$ cat src/rtl/uart_tx_buffered_pkg.sv
// Shared definitions for the buffered UART transmitter: MMIO addresses,
// serializer state encodings and the status-word packing helper.
package uart_tx_buffered_pkg;

  localparam logic [31:0] UART_ADDR        = 32'h1000_0000;
  localparam logic [31:0] UART_STATUS_ADDR = 32'h1000_0004;

  localparam int unsigned UART_DATA_W = 8;
  localparam int unsigned UTX_STATE_W = 2;

  localparam logic [UTX_STATE_W-1:0] UTX_IDLE  = 2'd0;
  localparam logic [UTX_STATE_W-1:0] UTX_START = 2'd1;
  localparam logic [UTX_STATE_W-1:0] UTX_DATA  = 2'd2;
  localparam logic [UTX_STATE_W-1:0] UTX_STOP  = 2'd3;

  typedef struct packed {
    logic       overflow;
    logic       full;
    logic       empty;
    logic [7:0] level;
  } uart_status_t;

  // Status word as software reads it at UART_STATUS_ADDR: {overflow, full, empty, level}.
  function automatic logic [31:0] status_word(input uart_status_t s);
    return 32'(s);
  endfunction

endpackage

$ cat src/rtl/uart_tx_buffered_if.sv
// Store-path / status bundle between the CPU side (master) and the buffered UART (slave).
interface uart_tx_buffered_if #(
  parameter int unsigned ADDR_W = 4
);
  import uart_tx_buffered_pkg::*;

  logic                   wr_en;
  logic [UART_DATA_W-1:0] wr_data;
  logic                   clr_overflow;
  logic                   tx;
  logic                   busy;
  logic                   full;
  logic                   empty;
  logic [ADDR_W:0]        level;
  logic                   overflow;

  modport master (
    output wr_en, wr_data, clr_overflow,
    input  tx, busy, full, empty, level, overflow
  );

  modport slave (
    input  wr_en, wr_data, clr_overflow,
    output tx, busy, full, empty, level, overflow
  );

endinterface

$ cat src/rtl/uart_tx_buffered_sync_fifo.sv
// Synchronous FIFO with registered full/empty/level; head is shown combinationally.
module sync_fifo #(
  parameter int unsigned WIDTH  = 8,
  parameter int unsigned DEPTH  = 16,
  parameter int unsigned ADDR_W = 4
) (
  input  logic              clk,
  input  logic              rst,
  input  logic              push,
  input  logic              pop,
  input  logic [WIDTH-1:0]  din,
  output logic [WIDTH-1:0]  dout,
  output logic              full,
  output logic              empty,
  output logic [ADDR_W:0]   level
);

  localparam int unsigned LVL_W = ADDR_W + 1;

  logic [WIDTH-1:0]  mem [DEPTH];
  logic [ADDR_W-1:0] wr_ptr;
  logic [ADDR_W-1:0] rd_ptr;
  logic              push_ok_c;
  logic              pop_ok_c;
  logic [LVL_W-1:0]  level_next_c;

  // Accept decisions use the pre-edge flags, so a push while full is dropped even if a pop happens.
  always_comb begin
    push_ok_c    = push && !full;
    pop_ok_c     = pop && !empty;
    level_next_c = level;
    case ({push_ok_c, pop_ok_c})
      2'b10:   level_next_c = level + LVL_W'(1);
      2'b01:   level_next_c = level - LVL_W'(1);
      default: level_next_c = level;
    endcase
  end

  always_ff @(posedge clk) begin
    if (rst) begin
      wr_ptr <= '0;
      rd_ptr <= '0;
      level  <= '0;
      full   <= 1'b0;
      empty  <= 1'b1;
    end else begin
      if (push_ok_c) wr_ptr <= wr_ptr + ADDR_W'(1);
      if (pop_ok_c)  rd_ptr <= rd_ptr + ADDR_W'(1);
      level <= level_next_c;
      full  <= (level_next_c == LVL_W'(DEPTH));
      empty <= (level_next_c == '0);
    end
  end

  always_ff @(posedge clk) begin
    if (push_ok_c) mem[wr_ptr] <= din;
  end

  assign dout = mem[rd_ptr];

endmodule

$ cat src/rtl/uart_tx_buffered.sv
// Buffered 8N1 UART transmitter: store-path FIFO drained by a serializer onto tx,
// with full/level/sticky-overflow status for software polling.
module uart_tx_buffered
  import uart_tx_buffered_pkg::*;
#(
  parameter int unsigned CLKS_PER_BIT = 868,
  parameter int unsigned DEPTH        = 16,
  parameter int unsigned ADDR_W       = 4
) (
  input  logic               clk,
  input  logic               rst,
  uart_tx_buffered_if.slave  bus
);

  localparam int unsigned CNT_W = (CLKS_PER_BIT > 1) ? $clog2(CLKS_PER_BIT) : 1;
  localparam logic [CNT_W-1:0] CNT_LAST = CNT_W'(CLKS_PER_BIT - 1);

  logic [UTX_STATE_W-1:0] state;
  logic [UTX_STATE_W-1:0] state_next_c;
  logic [CNT_W-1:0]       cnt;
  logic [CNT_W-1:0]       cnt_next_c;
  logic [2:0]             bit_idx;
  logic [2:0]             bit_next_c;
  logic [UART_DATA_W-1:0] shift;
  logic [UART_DATA_W-1:0] shift_next_c;
  logic                   tx_q;
  logic                   tx_next_c;
  logic                   busy_q;
  logic                   busy_next_c;
  logic                   overflow_q;
  logic                   pop_c;
  logic [UART_DATA_W-1:0] head_c;
  logic                   fifo_full;
  logic                   fifo_empty;
  logic [ADDR_W:0]        fifo_level;

  sync_fifo #(
    .WIDTH  (UART_DATA_W),
    .DEPTH  (DEPTH),
    .ADDR_W (ADDR_W)
  ) u_fifo (
    .clk   (clk),
    .rst   (rst),
    .push  (bus.wr_en),
    .pop   (pop_c),
    .din   (bus.wr_data),
    .dout  (head_c),
    .full  (fifo_full),
    .empty (fifo_empty),
    .level (fifo_level)
  );

  assign pop_c = (state == UTX_IDLE) && !fifo_empty;

  // Next-state logic; tx and busy are precomputed from the next state so they leave a flop.
  always_comb begin
    state_next_c = state;
    cnt_next_c   = cnt;
    bit_next_c   = bit_idx;
    shift_next_c = shift;
    tx_next_c    = 1'b1;
    busy_next_c  = 1'b0;

    case (state)
      UTX_IDLE: begin
        if (pop_c) begin
          state_next_c = UTX_START;
          cnt_next_c   = '0;
          shift_next_c = head_c;
        end
      end
      UTX_START: begin
        if (cnt == CNT_LAST) begin
          state_next_c = UTX_DATA;
          cnt_next_c   = '0;
          bit_next_c   = '0;
        end else begin
          cnt_next_c = cnt + CNT_W'(1);
        end
      end
      UTX_DATA: begin
        if (cnt == CNT_LAST) begin
          cnt_next_c   = '0;
          shift_next_c = {1'b0, shift[UART_DATA_W-1:1]};
          if (bit_idx == 3'd7) state_next_c = UTX_STOP;
          else                 bit_next_c   = bit_idx + 3'd1;
        end else begin
          cnt_next_c = cnt + CNT_W'(1);
        end
      end
      UTX_STOP: begin
        if (cnt == CNT_LAST) begin
          state_next_c = UTX_IDLE;
          cnt_next_c   = '0;
        end else begin
          cnt_next_c = cnt + CNT_W'(1);
        end
      end
      default: state_next_c = UTX_IDLE;
    endcase

    case (state_next_c)
      UTX_START: tx_next_c = 1'b0;
      UTX_DATA:  tx_next_c = shift_next_c[0];
      default:   tx_next_c = 1'b1;
    endcase
    busy_next_c = (state_next_c != UTX_IDLE);
  end

  always_ff @(posedge clk) begin
    if (rst) begin
      state   <= UTX_IDLE;
      cnt     <= '0;
      bit_idx <= '0;
      shift   <= '0;
      tx_q    <= 1'b1;
      busy_q  <= 1'b0;
    end else begin
      state   <= state_next_c;
      cnt     <= cnt_next_c;
      bit_idx <= bit_next_c;
      shift   <= shift_next_c;
      tx_q    <= tx_next_c;
      busy_q  <= busy_next_c;
    end
  end

  // Sticky overflow: a dropped push wins over a same-cycle clear.
  always_ff @(posedge clk) begin
    if (rst)                         overflow_q <= 1'b0;
    else if (bus.wr_en && fifo_full) overflow_q <= 1'b1;
    else if (bus.clr_overflow)       overflow_q <= 1'b0;
  end

  assign bus.tx       = tx_q;
  assign bus.busy     = busy_q;
  assign bus.full     = fifo_full;
  assign bus.empty    = fifo_empty;
  assign bus.level    = fifo_level;
  assign bus.overflow = overflow_q;

endmodule

$ cat src/flat_wrapper.sv
// flat-port wrapper written by rule: the top's interface ports become plain ports
module uart_tx_buffered_flat import uart_tx_buffered_pkg::*;
#(
  parameter int unsigned CLKS_PER_BIT = 868,
  parameter int unsigned DEPTH        = 16,
  parameter int unsigned ADDR_W       = 4
)
  (clk, rst, bus_wr_en, bus_wr_data, bus_clr_overflow, bus_tx, bus_busy, bus_full, bus_empty, bus_level, bus_overflow);
  uart_tx_buffered_if #(.ADDR_W(ADDR_W)) bus_i ();
  input  logic clk;
  input  logic rst;
  input wire logic [$bits(bus_i.wr_en)-1:0] bus_wr_en;
  input wire logic [$bits(bus_i.wr_data)-1:0] bus_wr_data;
  input wire logic [$bits(bus_i.clr_overflow)-1:0] bus_clr_overflow;
  output wire logic [$bits(bus_i.tx)-1:0] bus_tx;
  output wire logic [$bits(bus_i.busy)-1:0] bus_busy;
  output wire logic [$bits(bus_i.full)-1:0] bus_full;
  output wire logic [$bits(bus_i.empty)-1:0] bus_empty;
  output wire logic [$bits(bus_i.level)-1:0] bus_level;
  output wire logic [$bits(bus_i.overflow)-1:0] bus_overflow;
  assign bus_i.wr_en = bus_wr_en;
  assign bus_i.wr_data = bus_wr_data;
  assign bus_i.clr_overflow = bus_clr_overflow;
  assign bus_tx = bus_i.tx;
  assign bus_busy = bus_i.busy;
  assign bus_full = bus_i.full;
  assign bus_empty = bus_i.empty;
  assign bus_level = bus_i.level;
  assign bus_overflow = bus_i.overflow;
  uart_tx_buffered #(.CLKS_PER_BIT(CLKS_PER_BIT), .DEPTH(DEPTH), .ADDR_W(ADDR_W)) u_core (.clk(clk), .rst(rst), .bus(bus_i));
endmodule
$ cat config.mk
export PLATFORM = sky130hd
export DESIGN_NAME = uart_tx_buffered_flat
export DESIGN_NICKNAME = d
export VERILOG_FILES = /design/src/rtl/uart_tx_buffered_pkg.sv /design/src/rtl/uart_tx_buffered_if.sv /design/src/rtl/uart_tx_buffered_sync_fifo.sv /design/src/rtl/uart_tx_buffered.sv /design/src/flat_wrapper.sv
export SDC_FILE = /design/constraint.sdc
export NUM_CORES = 1
export LEC_CHECK = 0
export BUFFER_PORTS_ARGS = -buffer_cell sky130_fd_sc_hd__buf_4
export CELL_PAD_IN_SITES_DETAIL_PLACEMENT = 0
export CELL_PAD_IN_SITES_GLOBAL_PLACEMENT = 2
export CORE_MARGIN = 2
export CORE_UTILIZATION = 25
export DETAILED_ROUTE_END_ITERATION = 8
export PLACE_DENSITY = 0.53
export SLEW_MARGIN = 20
export SYNTH_ARGS = -nofsm -noshare
export SYNTH_HDL_FRONTEND = slang
export SYNTH_SLANG_ARGS = --single-unit
$ cat constraint.sdc
create_clock -name clk -period 2.9 [get_ports clk]
set_clock_uncertainty 0.1 [all_clocks]
set_input_delay 0.145 -clock clk [delete_from_list [all_inputs] [get_ports clk]]
set_output_delay 0.145 -clock clk [all_outputs]
set_load 0.02 [all_outputs]
==> flow_metrics.env <==
export IMPL_status="complete, no violations"
export IMPL_p_leak_nw=2.836
export IMPL_fin_nets=536
export IMPL_r2r_cells=9
export IMPL_cts_path_max_buffers=2
export IMPL_synth_nets=484
export IMPL_start_kind="register"
export IMPL_ys_flop_type="edfxtp_1"
export IMPL_ant_nets=0
export IMPL_rows=61
export IMPL_maxCapViolCount=0
export IMPL_syn_cell_area_mm2=0.007143
export IMPL_post_route_period_util_pct=92.75
export IMPL_layout_drive_gt1_share_pct=23.91
export IMPL_synth_simple_area_share_pct=9.669
export IMPL_synth_top_family_by_area="multiplexers"
export IMPL_synth_async_reset_ratio_pct=0
export IMPL_p_sw_mw=2.102
export IMPL_tns_ns=0
export IMPL_cp_arrival_ns=2.92
export IMPL_core_area_mm2=0.02793
export IMPL_die_h_um=173.0
export IMPL_slowest_delay_ns=0.56
export IMPL_initial_utilization_pct=25.57
export IMPL_ys_types=63
export IMPL_cts_hold_buf=10
export IMPL_cts_setup_buffers=0
export IMPL_intPower_mw=4.664
export IMPL_cts_resized=0
export IMPL_cts_made_buffers=17
export IMPL_syn_inst=462
export IMPL_grt_max_degree=44
export IMPL_path_class="reg -> reg"
export IMPL_cts_num_sinks=173
export IMPL_area_delta_synth_final_pct=20.39
export IMPL_dieArea_mm2=0.02994
export IMPL_slew_headroom_pct=45.96
export IMPL_cts_max_level=4
export IMPL_portBuffers=21
export IMPL_cp_data_required_time_ns=3.13
export IMPL_cp_max_fo=5
export IMPL_switching_share_pct=31.06
export IMPL_power_mw=6.765
export IMPL_synth_xor_area_share_pct=1.664
export IMPL_antenna_found_initial=0
export IMPL_layout_common_cells="edfxtp_1, buf_4, dfxtp_1"
export IMPL_gr_total_overflow=0
export IMPL_num_vias=4052
export IMPL_grt_pass1_vias=4341
export IMPL_use_met2_pct=17.70
export IMPL_path_clk_slew_ns=0.08
export IMPL_final_util_pct=30.78
export IMPL_dp_cells=863
export IMPL_synth_adder_area_share_pct=1.752
export IMPL_seq_area_frac_synth_pct=66.42
export IMPL_cp_cell_sequence="or3_1, nor2_8, xor2_1, ha_1, nor2b_1, o21ai_1, mux2_2, o211a_1, nor4_1"
export IMPL_avgViaCountPerCell=4.477
export IMPL_synth_seq_cells=173
export IMPL_critPathCaptureType="register"
export IMPL_layout_commonest_cell="edfxtp_1"
export IMPL_cts_root_buf="clkbuf_16"
export IMPL_tritoncts="built"
export IMPL_synth_edff_count=128
export IMPL_grt_busiest_layer="met2"
export IMPL_fin_crit_ns=2.690
export IMPL_dp_final_hpwl_um=10070
export IMPL_worstMarginPinSlew_ns=0.8069
export IMPL_ios=22
export IMPL_combPwrFrac_pct=20.9
export IMPL_synth_area_per_cell_um2=15.46
export IMPL_muxShareOfSynthArea_pct=10.70
export IMPL_slew_violations=0
export IMPL_clk_latency_ns=0.44
export IMPL_grtUsageTotal_pct=10.84
export IMPL_grt_pass1_wl_um=24970
export IMPL_use_met3_pct=2.639
export IMPL_fmax_mhz=371.8
export IMPL_wire_per_inst_um=16.96
export IMPL_vdd_drop_max_mv=0.4954
export IMPL_drc=0
export IMPL_instances_no_fill=905
export IMPL_wl_um=15350
export IMPL_ys_warnings_count=0
export IMPL_setup_violations=0
export IMPL_synth_compound_area_share_pct=7.882
export IMPL_holdCritPathClass="in -> reg"
export IMPL_die_w_um=173.0
export IMPL_slowest_stage="or3_1"
export IMPL_antenna_cells=0
export IMPL_rsz0062_at_grt="false"
export IMPL_power_density_mw_per_mm2=786.7
export IMPL_drt_iter0_markers=177
export IMPL_hold_depth=2
export IMPL_seq_power_share_pct=44.1
export IMPL_hold_violations=0
export IMPL_met1_usage_pct=14.27
export IMPL_gp_congestion=0.7107
export IMPL_clkPwrFrac_pct=35.0
export IMPL_dr_pass1_iters=5
## registers in the layout, summed over array words and instances (netlist names), named ones only
name,count
u_core.u_fifo.rd_ptr,4
u_core.cnt,10
u_core.bus.busy,1
u_core.state,2
u_core.u_fifo.wr_ptr,4
u_core.bus.tx,1
u_core.bus.overflow,1
u_core.u_fifo.full,1
u_core.u_fifo.empty,1
u_core.u_fifo.level,5
u_core.bit_idx,3
u_core.u_fifo.mem,128
u_core.shift,8
## area by class of cell
type                       instances  area, µm²
fill                            2799      19330
sequential                       173       4746
multi-input combinational        260       2262
tap                              378      473.0
timing repair buffer              56      457.9
clock buffer                      17      425.4
clock inverter                    15      200.2
inverter                           6      35.03
## through the flow
step	cell area [µm²]	hold WS, ns	setup WS (ns)
after floorplan	7143	0.1439	0.4299
after global placement	7874	0.3166	0.3015
after detailed placement	7874	0.3181	0.2396
after CTS	8600	0.04014	0.2080
after global routing	8600	0.07520	0.08219
final	8600	0.06205	0.2101
## cells by family (layout without fill, tap and decap cells)
kind of cell,after synthesis,in the layout
AOI/OAI and AO/OA,76,76
buffers and inverters,29,94
adders and majority gates,10,10
and+or+nand+nor,127,127
muxes,35,35
xor gates and xnor gates,12,12
DFF,173,173
## worst paths after layout
path,start,to,slack [ns]
max,u_core.u_fifo.empty,u_core.u_fifo.full,0.21
min reg2reg,u_core.bit_idx[1],u_core.bit_idx[1],0.37
max reg2reg,u_core.u_fifo.empty,u_core.u_fifo.full,0.21
min,rst,u_core.u_fifo.level[4],0.06
## synth_stat cells, drive strengths merged (4+ instances only)
cell    instances  area (µm²)
o21ai          10       50.05
o22ai           7       43.79
or3             5       31.28
clkbuf         13       48.80
inv             5       18.76
nor3           10       55.05
ha             10       125.1
a22oi           8       73.82
a21oi          16       80.08
and2            5       31.28
xor2            8       70.07
nor2           38       158.9
a221oi          7       61.31
nand4           5       31.28
nor2b           4       27.53
buf            10       52.55
nand2          28       105.1
nand3           6       30.03
nand2b          5       31.28
dfxtp          45       900.9
edfxtp        128        3844
a22o            7       61.31
mux4           33       743.2
a311oi          4       35.03
## per-layer routing
layer  vias to the layer above  share of wire [%]
met3                        14                3.6
met2                        54                 49
met4                         0                1.2
li1                       1918                  -
met5                         -                  0
met1                      2066                 46
## power by group through the flow
stage | clock network [mW] | logic [mW] | registers, mW
3_3_place_gp | 0 | 1.43 | 3.04
5_1_grt | 2.54 | 1.56 | 3.01
3_5_place_dp | 0 | 1.43 | 3.04
6_report | 2.37 | 1.41 | 2.98
2_1_floorplan | 0 | 1.01 | 3.03
4_1_cts | 2.44 | 1.44 | 2.99
## critical path, delay by kind of cell (launching register included)
family / cells / cell delay (ns)
compound gates: 2 / 0.30
xor+xnor: 1 / 0.17
fa+ha+maj: 1 / 0.24
flops: 1 / 0.31
mux: 1 / 0.29
simple gates: 4 / 1.18
Power figures use the tool's default switching activity.
